<file path="src/rtl/count_disp_pkg.sv">
// rtl/count_disp_pkg.sv - shared types, constants and helpers for count_display_driver
package count_disp_pkg;

    typedef enum logic [1:0] {
        IDLE,
        SHIFT,
        COMMIT
    } disp_state_e;

    localparam int NUM_DIGITS = 3;

    localparam logic [6:0] SEG_BLANK = 7'h00;

    // Active-high segment codes, bit order {g,f,e,d,c,b,a}, index = nibble value
    localparam logic [6:0] SEG_TABLE [16] = '{
        7'h3F, 7'h06, 7'h5B, 7'h4F, 7'h66, 7'h6D, 7'h7D, 7'h07,
        7'h7F, 7'h6F, 7'h77, 7'h7C, 7'h39, 7'h5E, 7'h79, 7'h71
    };

    // Double-dabble correction: every BCD nibble of 5 or more gets +3 before the shift
    function automatic logic [11:0] dd_adjust(input logic [11:0] v);
        logic [11:0] r;
        r = v;
        for (int i = 0; i < NUM_DIGITS; i++) begin
            if (v[4*i +: 4] >= 4'd5) begin
                r[4*i +: 4] = v[4*i +: 4] + 4'd3;
            end
        end
        return r;
    endfunction

endpackage

</file>
<file path="src/rtl/count_display_driver_if.sv">
// rtl/count_display_driver_if.sv - load/convert/commit handshake between counter and display driver
interface count_display_driver_if;
    logic [7:0]  count_in;
    logic        load;
    logic        mode;
    logic        busy;
    logic        bcd_valid;
    logic [11:0] digits;

    modport master (
        output count_in, load, mode,
        input  busy, bcd_valid, digits
    );

    modport slave (
        input  count_in, load, mode,
        output busy, bcd_valid, digits
    );
endinterface

</file>
<file path="src/rtl/seg7_encode.sv">
// rtl/seg7_encode.sv - combinational nibble to 7-segment code with blanking
module seg7_encode
    import count_disp_pkg::*;
(
    input  logic [3:0] nibble,
    input  logic       blank,
    output logic [6:0] seg
);

    assign seg = blank ? SEG_BLANK : SEG_TABLE[nibble];

endmodule

</file>
<file path="src/rtl/count_display_driver.sv">
// rtl/count_display_driver.sv - sequential double-dabble converter and multiplexed 7-segment scanner
// Optional leading-zero blanking enabled by defining DISP_LZ_BLANK_EN.
module count_display_driver
    import count_disp_pkg::*;
#(
    parameter int SCAN_DIV_W = 10
) (
    input  logic                       clk,
    input  logic                       rst_n,
    count_display_driver_if.slave      bus,
    output logic [6:0]                 seg,
    output logic                       dp,
    output logic [2:0]                 dig_en
);

    localparam logic [SCAN_DIV_W-1:0] PRE_ONE = 1;

    disp_state_e state_q, state_nxt;
    logic [7:0]  bin_q, bin_nxt;
    logic [11:0] bcd_q, bcd_nxt;
    logic [2:0]  bit_cnt_q, bit_cnt_nxt;
    logic        conv_mode_q, conv_mode_nxt;
    logic [11:0] digits_q, digits_nxt;
    logic        disp_mode_q, disp_mode_nxt;
    logic        valid_q, valid_nxt;
    logic [11:0] bcd_adj;

    always_ff @(posedge clk or posedge rst_n) begin
        if (rst_n) begin
            state_q     <= IDLE;
            bin_q       <= 8'h00;
            bcd_q       <= 12'h000;
            bit_cnt_q   <= 3'd0;
            conv_mode_q <= 1'b0;
            digits_q    <= 12'h000;
            disp_mode_q <= 1'b0;
            valid_q     <= 1'b0;
        end else begin
            state_q     <= state_nxt;
            bin_q       <= bin_nxt;
            bcd_q       <= bcd_nxt;
            bit_cnt_q   <= bit_cnt_nxt;
            conv_mode_q <= conv_mode_nxt;
            digits_q    <= digits_nxt;
            disp_mode_q <= disp_mode_nxt;
            valid_q     <= valid_nxt;
        end
    end

    always_comb begin
        state_nxt     = state_q;
        bin_nxt       = bin_q;
        bcd_nxt       = bcd_q;
        bit_cnt_nxt   = bit_cnt_q;
        conv_mode_nxt = conv_mode_q;
        digits_nxt    = digits_q;
        disp_mode_nxt = disp_mode_q;
        valid_nxt     = 1'b0;
        bcd_adj       = dd_adjust(bcd_q);
        case (state_q)
            IDLE: begin
                if (bus.load) begin
                    bin_nxt       = bus.count_in;
                    conv_mode_nxt = bus.mode;
                    bcd_nxt       = 12'h000;
                    bit_cnt_nxt   = 3'd0;
                    state_nxt     = SHIFT;
                end
            end
            SHIFT: begin
                // Hex rotates so the original byte is back in place after eight steps
                if (conv_mode_q) begin
                    bin_nxt = {bin_q[6:0], bin_q[7]};
                end else begin
                    {bcd_nxt, bin_nxt} = {bcd_adj[10:0], bin_q, 1'b0};
                end
                bit_cnt_nxt = bit_cnt_q + 3'd1;
                if (bit_cnt_q == 3'd7) begin
                    state_nxt = COMMIT;
                end
            end
            COMMIT: begin
                digits_nxt    = conv_mode_q ? {4'h0, bin_q} : bcd_q;
                disp_mode_nxt = conv_mode_q;
                valid_nxt     = 1'b1;
                state_nxt     = IDLE;
            end
            default: begin
                state_nxt = IDLE;
            end
        endcase
    end

    assign bus.busy      = (state_q != IDLE);
    assign bus.bcd_valid = valid_q;
    assign bus.digits    = digits_q;

    logic [SCAN_DIV_W-1:0] prescaler_q;
    logic [1:0]            idx_q, idx_nxt;
    logic                  scan_tick;
    logic [3:0]            scan_nibble;
    logic                  scan_blank;
    logic [6:0]            seg_nxt;
    logic [2:0]            dig_en_nxt;

    assign scan_tick = &prescaler_q;
    assign idx_nxt   = (idx_q == 2'd2) ? 2'd0 : idx_q + 2'd1;

    always_comb begin
        scan_nibble = 4'h0;
        dig_en_nxt  = 3'b000;
        case (idx_nxt)
            2'd0: begin
                scan_nibble = digits_q[3:0];
                dig_en_nxt  = 3'b001;
            end
            2'd1: begin
                scan_nibble = digits_q[7:4];
                dig_en_nxt  = 3'b010;
            end
            default: begin
                scan_nibble = digits_q[11:8];
                dig_en_nxt  = 3'b100;
            end
        endcase
    end

`ifdef DISP_LZ_BLANK_EN
    always_comb begin
        scan_blank = 1'b0;
        if (idx_nxt == 2'd2) begin
            scan_blank = (digits_q[11:8] == 4'h0);
        end else if (idx_nxt == 2'd1) begin
            scan_blank = (digits_q[11:8] == 4'h0) && (digits_q[7:4] == 4'h0);
        end
    end
`else
    assign scan_blank = 1'b0;
`endif

    seg7_encode u_seg7_encode (
        .nibble (scan_nibble),
        .blank  (scan_blank),
        .seg    (seg_nxt)
    );

    // Outputs move together on the tick so no cycle shows a mixed digit/segment pair
    always_ff @(posedge clk or posedge rst_n) begin
        if (rst_n) begin
            prescaler_q <= '0;
            idx_q       <= 2'd2;
            seg         <= SEG_BLANK;
            dp          <= 1'b0;
            dig_en      <= 3'b000;
        end else begin
            prescaler_q <= prescaler_q + PRE_ONE;
            if (scan_tick) begin
                idx_q  <= idx_nxt;
                seg    <= seg_nxt;
                dp     <= (idx_nxt == 2'd0) && disp_mode_q;
                dig_en <= dig_en_nxt;
            end
        end
    end

endmodule

</file>
<file path="src/flat_wrapper.sv">
// flat-port wrapper written by rule: the top's interface ports become plain ports
module count_display_driver_flat import count_disp_pkg::*;
#(
    parameter int SCAN_DIV_W = 10
)
  (clk, rst_n, seg, dp, dig_en, bus_count_in, bus_load, bus_mode, bus_busy, bus_bcd_valid, bus_digits);
  count_display_driver_if bus_i ();
  input  logic clk;
  input  logic rst_n;
  output logic [6:0] seg;
  output logic dp;
  output logic [2:0] dig_en;
  input wire logic [$bits(bus_i.count_in)-1:0] bus_count_in;
  input wire logic [$bits(bus_i.load)-1:0] bus_load;
  input wire logic [$bits(bus_i.mode)-1:0] bus_mode;
  output wire logic [$bits(bus_i.busy)-1:0] bus_busy;
  output wire logic [$bits(bus_i.bcd_valid)-1:0] bus_bcd_valid;
  output wire logic [$bits(bus_i.digits)-1:0] bus_digits;
  assign bus_i.count_in = bus_count_in;
  assign bus_i.load = bus_load;
  assign bus_i.mode = bus_mode;
  assign bus_busy = bus_i.busy;
  assign bus_bcd_valid = bus_i.bcd_valid;
  assign bus_digits = bus_i.digits;
  count_display_driver #(.SCAN_DIV_W(SCAN_DIV_W)) u_core (.clk(clk), .rst_n(rst_n), .bus(bus_i), .seg(seg), .dp(dp), .dig_en(dig_en));
endmodule
</file>
<file path="config.mk">
export PLATFORM = sky130hd
export DESIGN_NAME = count_display_driver_flat
export DESIGN_NICKNAME = d
export VERILOG_FILES = /design/src/rtl/count_disp_pkg.sv /design/src/rtl/count_display_driver_if.sv /design/src/rtl/seg7_encode.sv /design/src/rtl/count_display_driver.sv /design/src/flat_wrapper.sv
export SDC_FILE = /design/constraint.sdc
export NUM_CORES = 1
export LEC_CHECK = 0
export CAP_MARGIN = 10
export CORE_MARGIN = 3
export CORE_UTILIZATION = 30
export CTS_CLUSTER_SIZE = 16
export DETAILED_ROUTE_END_ITERATION = 7
export DONT_BUFFER_PORTS = 1
export PLACE_DENSITY = 0.49
export SYNTH_ARGS = -nofsm -noshare
export SYNTH_HDL_FRONTEND = slang
export SYNTH_SLANG_ARGS = --single-unit
</file>
<file path="constraint.sdc">
create_clock -name clk -period 6.3 [get_ports clk]
set_clock_uncertainty 0.2 [all_clocks]
set_input_delay 0.945 -clock clk [delete_from_list [all_inputs] [get_ports clk]]
set_output_delay 0.945 -clock clk [all_outputs]
set_load 0.05 [all_outputs]
</file>
==> qor.txt, run 1 <==
====================================================================================
Most frequent cells in the layout ..................................... sky130_fd_sc_hd__dfrtp_1, sky130_fd_sc_hd__nand2_1, sky130_fd_sc_hd__o21ai_0
Clk root buf .......................................................... sky130_fd_sc_hd__clkbuf_8
Most common cell after layout, fill and taps aside .................... sky130_fd_sc_hd__dfrtp_1
Final hold violation count ............................................            0
Portion of the post-synthesis area used by sequential elements ........        0.484
Gate Count Post-Synth .................................................          324
Diode insertion count for antenna repair ..............................            0
Worst slew margin relative to its limit ...............................        0.384
Post-Route Setup TNS ..................................................         0 ns
Multiplexer share of the synthesized area .............................       0.0772
Leak pwr ..............................................................      1.59 nW
Initial cell density of the core ......................................        0.309
Post-detailed-placement cell area .....................................     3290 µm²
Number of flops mapped to enable cells by yosys .......................            0
Cell with the largest stage delay on the worst path ................... sky130_fd_sc_hd__dfrtp_1
Library cells used by synthesis .......................................           40
Most instantiated flip-flop cell in the synthesis netlist ............. sky130_fd_sc_hd__dfrtp_1
Post-route non-filler standard cell count .............................          458
DRC violation count after routing .....................................            0
CP startpoint ......................................................... u_core.idx_q[0]$_DFFE_PP0P_
Post-CTS setup-driven buffer insertion count ..........................            0
Largest net degree at the start of global routing .....................           63
Deepest clock path buffer count .......................................            2
All-layer global routing usage ........................................        0.121
Wire length per cell ..................................................      14.9 µm
Initial antenna violation count .......................................            0
Number of max-slew violations in the final report .....................            0
R2r setup slk .........................................................      3.39 ns
Via density ...........................................................         4.80
Worst Hold End ........................................................ u_core.prescaler_q[6]$_DFF_PP0_
Ratio of cells with drive above 1 in the final layout .................       0.0901
Worst endpoint required time ..........................................      6.35 ns
Input/output buffers ..................................................            0
Detailed Routing Iterations Pass 1 ....................................            4
Endpoint type of the worst setup path .................................         flop
Unrepaired setup endpoints after global routing .......................        false
Combinational family with the most area after synthesis ............... compound AO/OA/AOI/OAI gates
Worst ir drop on vdd ..................................................     0.153 mV
CTS resizes ...........................................................            0
Slowest stage delay, CP ...............................................      0.85 ns
Post-synthesis net count ..............................................          352
Instance count after placement with tap cells included ................          442
R2R Path End .......................................................... u_core.seg[5]$_DFFE_PP0P_
Dpl hpwl ..............................................................      4690 µm
Class of the most critical hold timing path ...........................   reg -> reg
Layout overhead on the synthesized area ...............................        9.43%
First-pass GRT wire length ............................................     11200 µm
Yosys warnings ........................................................            0
Number of stages on the worst hold path ...............................            1
Number of clock buffers inserted by TritonCTS .........................            9
Clock sink total ......................................................           62
Series of cell instances along the critical path ...................... mux2_2, mux2i_1, inv_1, ha_1, o21ai_0, a21oi_1, o31ai_1
Final instance area ...................................................     3510 µm²
Worst Path Class, Setup ...............................................   reg -> reg
Simple-gate area share of the yosys netlist ...........................        0.142
Die outline width .....................................................       109 µm
Min-Delay Startpoint .................................................. u_core.prescaler_q[6]$_DFF_PP0_
Die H .................................................................       109 µm
GP Congestion .........................................................        0.828
Adder-cell share of the synthesized area ..............................       0.0624
FF-to-FF path depth ...................................................            7
Total number of vias ..................................................         2199
Tcrit/Tclk final ......................................................        0.462
Outcome ...............................................................    completed
Flop and latch count out of synthesis .................................           62
Largest cells by area after synthesis ................................. sky130_fd_sc_hd__dfrtp_1, sky130_fd_sc_hd__ha_1, sky130_fd_sc_hd__o21ai_0
Highest fanout seen on the critical path ..............................           10
H-tree levels .........................................................            3
Power density normalized to cell area .................................   456 nW/µm²
Worst skew pair latency ...............................................      0.34 ns
Clock transition at path regs .........................................      0.08 ns
Total setup violations reported at the end of the flow ................            0
Slew at the pin closest to its max-slew limit .........................     0.923 ns
Vias in the first global route ........................................         2120
Number of DRC markers after the initial detailed-route iteration ......          147
Global route overflow .................................................            0
Final layout net count ................................................          345
Largest area contributor in the synthesized netlist ................... sky130_fd_sc_hd__dfrtp_1
Synthesized cell area .................................................     3210 µm²
Highest Clock Rate ....................................................      343 MHz
Maximum capacitance violations ........................................            0
Total Routed Length ...................................................      6820 µm
Fillers ...............................................................         1070
Number of standard-cell rows in the floorplan .........................           37
Post-Synth XOR/XNOR Area ..............................................       0.0355
Total Die Area ........................................................    12000 µm²
Mapped Avg Cell Area ..................................................     9.91 µm²
Design Power ..........................................................    0.00160 W
Routed Antenna Nets ...................................................            0
Number of buffers inserted for hold repair after clock tree synthesis .            0
Number of top-level design ports ......................................           37
R2R Path Start ........................................................ u_core.idx_q[0]$_DFFE_PP0P_
Worst hold margin .....................................................     0.274 ns
Clock tree from TritonCTS .............................................        built
Async set-or-reset flop fraction in the synthesized netlist ...........         1.00
Min cycle time layout .................................................      2.91 ns
Launching element type of the critical path ...........................         flop
CORE AREA .............................................................    10400 µm²
Fraction of the mapped netlist area in compound gates .................        0.151
Arrival time at the worst endpoint ....................................      2.96 ns
Area fraction of the dominant cell type after synthesis ...............        0.476
====================================================================================
[metal layers]
layer  share of wire  vias up  global-route usage
li1                -     1103                   -
met1            0.47     1058               0.164
met2            0.47       32               0.182
met3           0.054        6              0.0423
met4          0.0079        0              0.0401
met5               0        -                   0
[power breakdown]
part	total [W]	switching (W)	internal, W
combinational	0.000469	0.000260	0.000210
clock	0.000397	0.000173	0.000224
sequential	0.000735	0.000241	0.000494
total	0.00160	0.000674	0.000928
[synth_stat cells (4+ instances only)]
cell type and n:
sky130_fd_sc_hd__clkbuf_1 12, sky130_fd_sc_hd__nand3_1 8, sky130_fd_sc_hd__nand2b_1 8, sky130_fd_sc_hd__xor2_1 4, sky130_fd_sc_hd__nor2b_1 4, sky130_fd_sc_hd__xnor2_1 9, sky130_fd_sc_hd__o21ai_0 38, sky130_fd_sc_hd__o31ai_1 6
sky130_fd_sc_hd__and3b_1 6, sky130_fd_sc_hd__mux2_2 4, sky130_fd_sc_hd__dfrtp_1 61, sky130_fd_sc_hd__nor3_1 4, sky130_fd_sc_hd__a22o_1 7, sky130_fd_sc_hd__mux2i_1 15, sky130_fd_sc_hd__a21oi_1 17, sky130_fd_sc_hd__ha_1 16
sky130_fd_sc_hd__nand2_1 50, sky130_fd_sc_hd__inv_1 15, sky130_fd_sc_hd__nor2_1 7
[how the worst max path moves through the flow]
stage | end | slack (ns) | cells past startpoint
6_report | u_core.seg[5]$_DFFE_PP0P_ | 3.39 | 7
5_1_grt | u_core.seg[5]$_DFFE_PP0P_ | 3.17 | 7
4_1_cts | u_core.seg[5]$_DFFE_PP0P_ | 3.38 | 7
3_5_place_dp | u_core.seg[5]$_DFFE_PP0P_ | 3.39 | 7
3_3_place_gp | u_core.seg[5]$_DFFE_PP0P_ | 3.42 | 7
2_1_floorplan | u_core.bcd_q[0]$_DFFE_PP0P_ | 3.62 | 1
[logic make-up (layout without fill, tap and decap cells)]
family | count (synthesis) | in the layout
xor+xnor | 13 | 13
mux | 22 | 22
simple gates | 95 | 95
flops | 62 | 62
compound gates | 82 | 82
fa+ha+maj | 16 | 16
buf+inv | 34 | 32
[registers in the layout, indices dropped and copies added, names as in the netlist]
signal / flops
u_core.bit_cnt_q: 3
u_core.conv_mode_q: 1
u_core.state_q: 2
u_core.idx_q: 2
u_core.bcd_q: 12
u_core.disp_mode_q: 1
u_core.bin_q: 8
u_core.bus.bcd_valid: 1
u_core.prescaler_q: 10
u_core.seg: 7
u_core.dp: 1
u_core.dig_en: 2
u_core.bus.digits: 12
[worst max-delay path: cells and delay by family, from the launching register on]
| family | cells | cell delay (ns) |
|---|---|---|
| flip-flops | 1 | 0.85 |
| multiplexers | 2 | 0.82 |
| AO/OA/AOI/OAI | 3 | 0.52 |
| adder cells (fa/ha/maj) | 1 | 0.26 |
| buffers and inverters | 1 | 0.17 |
[area by class of cell]
type | count | area, µm² | area share
Multi-Input combinational cell | 228 | 1500 | 0.428
Tap cell | 136 | 170 | 0.0485
Timing Repair Buffer | 1 | 7.51 | 0.00214
Clock inverter | 7 | 98.8 | 0.0281
Sequential cell | 62 | 1550 | 0.442
Inverter | 15 | 56.3 | 0.0160
Clock buffer | 9 | 124 | 0.0353
[metrics by stage]
stage | worst slack [ns] | util
finish | 3.39 | 0.339
global route | 3.17 | 0.339
CTS | 3.38 | 0.339
detailed placement | 3.39 | 0.317
global placement | 3.42 | 0.317
floorplan | 3.62 | -
No activity file was read; power rests on OpenSTA's default activity.
==> run 2: changes to the inputs <==
- PLACE_DENSITY: 0.49 -> 0.5
- clock period: 6.3 -> 2.47 ns (I/O delays scaled with it)
==> qor.txt, run 2 (synthesized netlist as in run 1, its figures left out) <==
================================================================================
Most frequent cells in the layout ................................. sky130_fd_sc_hd__dfrtp_1, sky130_fd_sc_hd__nand2_1, sky130_fd_sc_hd__o21ai_0
Total number of vias ..............................................         2305
Clk root buf ...................................................... sky130_fd_sc_hd__clkbuf_8
Series of cell instances along the critical path .................. mux2_2, mux2i_1, inv_1, ha_1, o21ai_0, a21oi_1, o31ai_1
Buffering stage count on the worst path with inverters included ...            1
Worst setup slack after layout ....................................     0.189 ns
Layout overhead on the synthesized area ...........................        14.1%
Leak pwr ..........................................................      1.69 nW
First-pass GRT wire length ........................................     11400 µm
Arrival time at the worst endpoint ................................      2.33 ns
Number of max-slew violations in the final report .................            0
Worst skew pair latency ...........................................      0.33 ns
Wire length per cell ..............................................      14.7 µm
Initial antenna violation count ...................................            0
Highest fanout seen on the critical path ..........................            4
Clock tree from TritonCTS .........................................        built
Cell type group with the largest total delay on the critical path . multiplexers
Tcrit/Tclk final ..................................................        0.924
Total Die Area ....................................................    12000 µm²
Power density normalized to cell area .............................  1110 nW/µm²
Clock transition at path regs .....................................      0.06 ns
Number of clock buffers inserted by TritonCTS .....................            9
Top metal layer carrying routed signals ...........................         met4
Clock sink total ..................................................           62
Instance count after placement with tap cells included ............          463
M1 WL .............................................................      3200 µm
Total setup violations reported at the end of the flow ............            0
Class of the most critical hold timing path .......................    in -> reg
Slowest stage delay, CP ...........................................      0.42 ns
Seq pwr share .....................................................        0.386
Slew at the pin closest to its max-slew limit .....................     0.560 ns
Met2 wirelength from detailed routing .............................      3430 µm
Psw ...............................................................    0.00166 W
Min cycle time layout .............................................      2.28 ns
Total internal power ..............................................    0.00241 W
Global route overflow .............................................            0
Via density .......................................................         4.80
CORE AREA .........................................................    10400 µm²
Endpoint type of the worst setup path .............................         flop
Diode insertion count for antenna repair ..........................            0
Die H .............................................................       109 µm
Number of top-level design ports ..................................           37
Launching element type of the critical path .......................         flop
Detailed Routing Iterations Pass 1 ................................            4
Final hold violation count ........................................            0
Number of DRC markers after the initial detailed-route iteration ..          106
Input/output buffers ..............................................            0
Unrepaired setup endpoints after global routing ...................        false
H-tree levels .....................................................            3
All-layer global routing usage ....................................        0.124
Vias in the first global route ....................................         2193
Worst slew margin relative to its limit ...........................        0.625
Cell with the largest stage delay on the worst path ............... sky130_fd_sc_hd__dfrtp_1
DRC violation count after routing .................................            0
Outcome ...........................................................    completed
R2r setup slk .....................................................      0.19 ns
Design Power ......................................................    0.00407 W
Final layout net count ............................................          368
Worst ir drop on vdd ..............................................     0.368 mV
Fraction of power consumed by combinational cells .................        0.404
Routed Antenna Nets ...............................................            0
Met3 wirelength from detailed routing .............................       340 µm
GP Congestion .....................................................        0.791
Worst slack after detailed placement ..............................     0.138 ns
Die outline width .................................................       109 µm
Most common cell after layout, fill and taps aside ................ sky130_fd_sc_hd__dfrtp_1
Initial cell density of the core ..................................        0.309
Worst endpoint required time ......................................      2.51 ns
Highest Clock Rate ................................................      438 MHz
Post-Route Setup TNS ..............................................         0 ns
Largest net degree at the start of global routing .................           44
Fraction of power spent switching nets ............................        0.408
Worst Path Class, Setup ...........................................   reg -> reg
Ratio of cells with drive above 1 in the final layout .............        0.131
Maximum capacitance violations ....................................            0
Deepest clock path buffer count ...................................            2
Dpl hpwl ..........................................................      5210 µm
Total Routed Length ...............................................      7040 µm
Post-route non-filler standard cell count .........................          480
Number of standard-cell rows in the floorplan .....................           37
Clock power share .................................................        0.210
================================================================================
-- run 2: cell count changes in the layout (fill, tap and decap cells not counted) --
cell / previous run / this run
sky130_fd_sc_hd__buf_12: 0 / 1
sky130_fd_sc_hd__buf_4: 1 / 21
sky130_fd_sc_hd__bufinv_16: 2 / 1
sky130_fd_sc_hd__clkbuf_1: 0 / 4
sky130_fd_sc_hd__clkbuf_8: 9 / 10
sky130_fd_sc_hd__clkinv_2: 1 / 0
sky130_fd_sc_hd__clkinv_4: 3 / 0
sky130_fd_sc_hd__clkinvlp_4: 1 / 0
sky130_fd_sc_hd__dlygate4sd3_1: 0 / 2
sky130_fd_sc_hd__o21ai_0: 38 / 37
sky130_fd_sc_hd__o21ai_1: 2 / 3
-- run 2: per-stage QoR --
| stage | utilization | area [µm²] | hold WS [ns] |
|---|---|---|---|
| floorplan | - | 3210 | 0.238 |
| global placement | 0.334 | 3460 | 0.0920 |
| detailed placement | 0.334 | 3460 | 0.101 |
| CTS | 0.353 | 3660 | 0.0229 |
| global route | 0.353 | 3660 | 0.0454 |
| finish | 0.353 | 3660 | 0.0456 |
-- run 2: path summary, 6_finish.rpt --
kind | start | endpoint | cells after the start
max | u_core.idx_q[0]$_DFFE_PP0P_ | u_core.seg[5]$_DFFE_PP0P_ | 7
min | bus_load | u_core.bin_q[0]$_DFFE_PP0P_ | 3
max reg2reg | u_core.idx_q[0]$_DFFE_PP0P_ | u_core.seg[5]$_DFFE_PP0P_ | 7
min reg2reg | u_core.prescaler_q[8]$_DFF_PP0_ | u_core.prescaler_q[8]$_DFF_PP0_ | 1
max in group asynchronous | rst_n | u_core.prescaler_q[7]$_DFF_PP0_ | 3
min in group asynchronous | rst_n | u_core.bus.digits[9]$_DFFE_PP0P_ | 2
-- run 2: repair_timing --
| item | in CTS | in global routing |
|---|---|---|
| setup buffers | 0 | 0 |
| endpoints found under the hold margin | 19 | 0 |
| resized for setup | 0 | 1 |
| setup endpoints to repair | 0 | 1 |
| hold buffers | 2 | 0 |
-- run 2: layout make-up --
| class | instances | area [µm²] |
|---|---|---|
| inverter | 15 | 56.3 |
| clock buffer | 14 | 153 |
| sequential | 62 | 1550 |
| clock inverter | 1 | 30.0 |
| timing repair buffer | 24 | 198 |
| fill | 1095 | 6710 |
| multi-input combinational | 228 | 1500 |
| tap | 136 | 170 |
-- run 2: power by group through the flow --
| stage | logic, W | registers, W | clock network (W) |
|---|---|---|---|
| floorplan | 0.00108 | 0.00170 | 0 |
| CTS | 0.00167 | 0.00157 | 0.000883 |
| global placement | 0.00165 | 0.00158 | 0 |
| detailed placement | 0.00166 | 0.00159 | 0 |
| finish | 0.00164 | 0.00157 | 0.000853 |
| global route | 0.00185 | 0.00161 | 0.000927 |
-- run 2: tightest hold or removal path, cell delays in order --
cell,delay (ns)
sky130_fd_sc_hd__a22oi_1,0.05
sky130_fd_sc_hd__nor2_1,0.08
sky130_fd_sc_hd__a21oi_1,0.04
-- run 2: layer usage --
| layer | track usage | vias up |
|---|---|---|
| li1 | - | 1149 |
| met1 | 0.156 | 1119 |
| met2 | 0.199 | 30 |
| met3 | 0.0487 | 7 |
| met4 | 0.0294 | 0 |
| met5 | 0 | - |
==> run 3: changes to the inputs <==
- SYNTH_HIERARCHICAL: not set -> 1
==> qor.txt, run 3 <==
================================================================================
Psw ...............................................................    0.00160 W
DRC violation count after routing .................................            0
Final hold violation count ........................................            0
Deepest clock path buffer count ...................................            2
Seq pwr share .....................................................        0.390
Number of DRC markers after the initial detailed-route iteration ..           78
R2R Path Start .................................................... u_core/idx_q[1]$_DFFE_PP1P_
Highest fanout seen on the critical path ..........................           13
Worst path depth ..................................................            8
R2R Path End ...................................................... u_core/seg[3]$_DFFE_PP0P_
Initial cell density of the core ..................................        0.309
Initial antenna violation count ...................................            0
Largest area contributor in the synthesized netlist ............... sky130_fd_sc_hd__dfrtp_1
Total setup violations reported at the end of the flow ............            0
Die H .............................................................       109 µm
FF-to-FF path depth ...............................................            8
Area taken by flip-flops and latches ..............................     1560 µm²
Worst skew pair latency ...........................................      0.33 ns
Clock power share .................................................        0.202
First-pass GRT wire length ........................................     11100 µm
Post-detailed-placement cell area .................................     3500 µm²
Detailed Routing Iterations Pass 1 ................................            4
Highest Clock Rate ................................................      455 MHz
Buffering stage count on the worst path with inverters included ...            2
Total internal power ..............................................    0.00235 W
Number of flops mapped to enable cells by yosys ...................            0
Class of the most critical hold timing path .......................    in -> reg
Slew at the pin closest to its max-slew limit .....................     0.540 ns
Most frequent cells in the layout ................................. sky130_fd_sc_hd__dfrtp_1, sky130_fd_sc_hd__nand2_1, sky130_fd_sc_hd__o21ai_0
Synthesized cell area .............................................     3210 µm²
Ratio of cells with drive above 1 in the final layout .............        0.195
Diode insertion count for antenna repair ..........................            0
Fraction of power consumed by combinational cells .................        0.408
Most common cell after layout, fill and taps aside ................ sky130_fd_sc_hd__dfrtp_1
Vias in the first global route ....................................         2156
Min-Delay Startpoint .............................................. bus_count_in[7]
Most instantiated flip-flop cell in the synthesis netlist ......... sky130_fd_sc_hd__dfrtp_1
Dpl hpwl ..........................................................      4900 µm
Async set-or-reset flop fraction in the synthesized netlist .......         1.00
Worst Path Class, Setup ...........................................   reg -> reg
Series of cell instances along the critical path .................. nand2_1, o21ai_1, inv_1, ha_1, inv_1, mux4_2, nor2_1, mux2_4
Flop and latch count out of synthesis .............................           62
Top-count cell post-synth ......................................... sky130_fd_sc_hd__dfrtp_1
Final layout net count ............................................          356
Number of max-slew violations in the final report .................            0
Worst Hold End .................................................... u_core/bin_q[7]$_DFFE_PP0P_
Launching element type of the critical path .......................         flop
Maximum capacitance violations ....................................            0
Worst hold margin .................................................    0.0418 ns
Input/output buffers ..............................................            0
Total number of vias ..............................................         2197
Dominant cell type by count on the critical path .................. sky130_fd_sc_hd__inv_1
CTS resizes .......................................................            0
Number of stages on the worst hold path ...........................            2
Total area of multi-input combinational cells .....................     1510 µm²
All-layer global routing usage ....................................        0.121
Routed Antenna Nets ...............................................            0
Arrival time at the worst endpoint ................................      2.27 ns
Fillers ...........................................................         1063
Final instance area ...............................................     3700 µm²
Min cycle time layout .............................................      2.20 ns
Mapped Avg Cell Area ..............................................     10.7 µm²
Worst slew margin relative to its limit ...........................        0.640
Endpoint type of the worst setup path .............................         flop
Die outline width .................................................       109 µm
H-tree levels .....................................................            3
Fraction of power spent switching nets ............................        0.404
Clock tree from TritonCTS .........................................        built
Clock transition at path regs .....................................      0.07 ns
Clk root buf ...................................................... sky130_fd_sc_hd__clkbuf_8
Via density .......................................................         4.67
Largest net degree at the start of global routing .................           27
Outcome ...........................................................    completed
Gate Count Post-Synth .............................................          301
R2r setup slk .....................................................      0.27 ns
CORE AREA .........................................................    10400 µm²
Post-Route Setup TNS ..............................................         0 ns
Library cells used by synthesis ...................................           42
Number of standard-cell rows in the floorplan .....................           37
Global route overflow .............................................            0
Slowest stage delay, CP ...........................................      0.64 ns
Total Routed Length ...............................................      6670 µm
Portion of the post-synthesis area used by sequential elements ....        0.484
GP Congestion .....................................................        0.766
Leak pwr ..........................................................      1.72 nW
Area fraction of the dominant cell type after synthesis ...........        0.476
Layout overhead on the synthesized area ...........................        15.3%
Total Die Area ....................................................    12000 µm²
Largest cells by area after synthesis ............................. sky130_fd_sc_hd__dfrtp_1, sky130_fd_sc_hd__ha_1, sky130_fd_sc_hd__mux2i_1
Cell with the largest stage delay on the worst path ............... sky130_fd_sc_hd__dfstp_2
Worst endpoint required time ......................................      2.54 ns
Tcrit/Tclk final ..................................................        0.889
Wire length per cell ..............................................      14.2 µm
Worst ir drop on vdd ..............................................     0.418 mV
Number of clock buffers inserted by TritonCTS .....................            9
Power density normalized to cell area .............................  1070 nW/µm²
Synth cell count leaders .......................................... sky130_fd_sc_hd__dfrtp_1, sky130_fd_sc_hd__nand2_1, sky130_fd_sc_hd__o21ai_0
Number of top-level design ports ..................................           37
Yosys warnings ....................................................            6
Cell type group with the largest total delay on the critical path .   flip-flops
Clock sink total ..................................................           62
Unrepaired setup endpoints after global routing ...................        false
================================================================================
-- run 3: cell families (layout without fill, tap and decap cells) --
logic type	Yosys count	after routing	synth area share
xor gates and xnor gates	11	11	0.0300
muxes	31	31	0.116
other	1	7	0.00117
adders and majority gates	15	15	0.0585
buffers and inverters	34	61	0.0511
DFF	62	62	0.484
and+or+nand+nor	79	79	0.124
AOI/OAI and AO/OA	68	68	0.135
-- run 3: worst reg2reg max path, stage by stage, from the launching register on --
cell                      delay (ns)
sky130_fd_sc_hd__dfstp_2        0.64
sky130_fd_sc_hd__nand2_1        0.07
sky130_fd_sc_hd__o21ai_1        0.10
sky130_fd_sc_hd__inv_1          0.12
sky130_fd_sc_hd__ha_1           0.29
sky130_fd_sc_hd__inv_1          0.04
sky130_fd_sc_hd__mux4_2         0.44
sky130_fd_sc_hd__nor2_1         0.09
sky130_fd_sc_hd__mux2_4         0.15
-- run 3: worst max path at each step --
stage / from / to / slack [ns]
floorplan: u_core/bus.digits[9]$_DFFE_PP0P_ / u_core/seg[3]$_DFFE_PP0P_ / 0.05
detailed placement: u_core/idx_q[1]$_DFFE_PP1P_ / u_core/seg[3]$_DFFE_PP0P_ / 0.28
global placement: u_core/idx_q[1]$_DFFE_PP1P_ / u_core/seg[3]$_DFFE_PP0P_ / 0.32
global route: u_core/idx_q[1]$_DFFE_PP1P_ / u_core/seg[3]$_DFFE_PP0P_ / 0.10
finish: u_core/idx_q[1]$_DFFE_PP1P_ / u_core/seg[3]$_DFFE_PP0P_ / 0.27
CTS: u_core/idx_q[1]$_DFFE_PP1P_ / u_core/seg[3]$_DFFE_PP0P_ / 0.27
-- run 3: cell type report --
cell class,instances,area share
sequential,62,0.420
multi-input combinational,211,0.409
tap,136,0.0460
clock buffer,12,0.0419
clock inverter,4,0.00609
inverter,16,0.0162
timing repair buffer,29,0.0602
-- run 3: timing repair --
action	4_1_cts	5_1_grt
hold buffers	2	0
setup buffers	0	0
endpoints found under the setup margin	0	0
endpoints found under the hold margin	22	0
-- run 3: routing by layer --
layer | GRT usage | part of all wire
met5 | 0 | 0
met4 | 0.0321 | 0.0082
met3 | 0.0417 | 0.052
met2 | 0.177 | 0.43
met1 | 0.169 | 0.51
-- run 3: power groups by stage --
stage	combinational (W)	sequential, W	clock, W
after floorplan	0.00108	0.00164	0
after global placement	0.00160	0.00156	0
after detailed placement	0.00163	0.00156	0
after CTS	0.00164	0.00155	0.000829
after global routing	0.00182	0.00159	0.000879
final	0.00161	0.00154	0.000796
-- run 3: per-stage QoR --
stage | power, W | util | cells | worst slack (ns)
after detailed placement | 0.00319 | 0.338 | 452 | 0.284
after global placement | 0.00317 | 0.338 | 452 | 0.318
after floorplan | 0.00272 | - | 307 | 0.0461
after CTS | 0.00401 | 0.357 | 470 | 0.266
after global routing | 0.00429 | 0.357 | 470 | 0.104
final | 0.00395 | 0.357 | 470 | 0.274
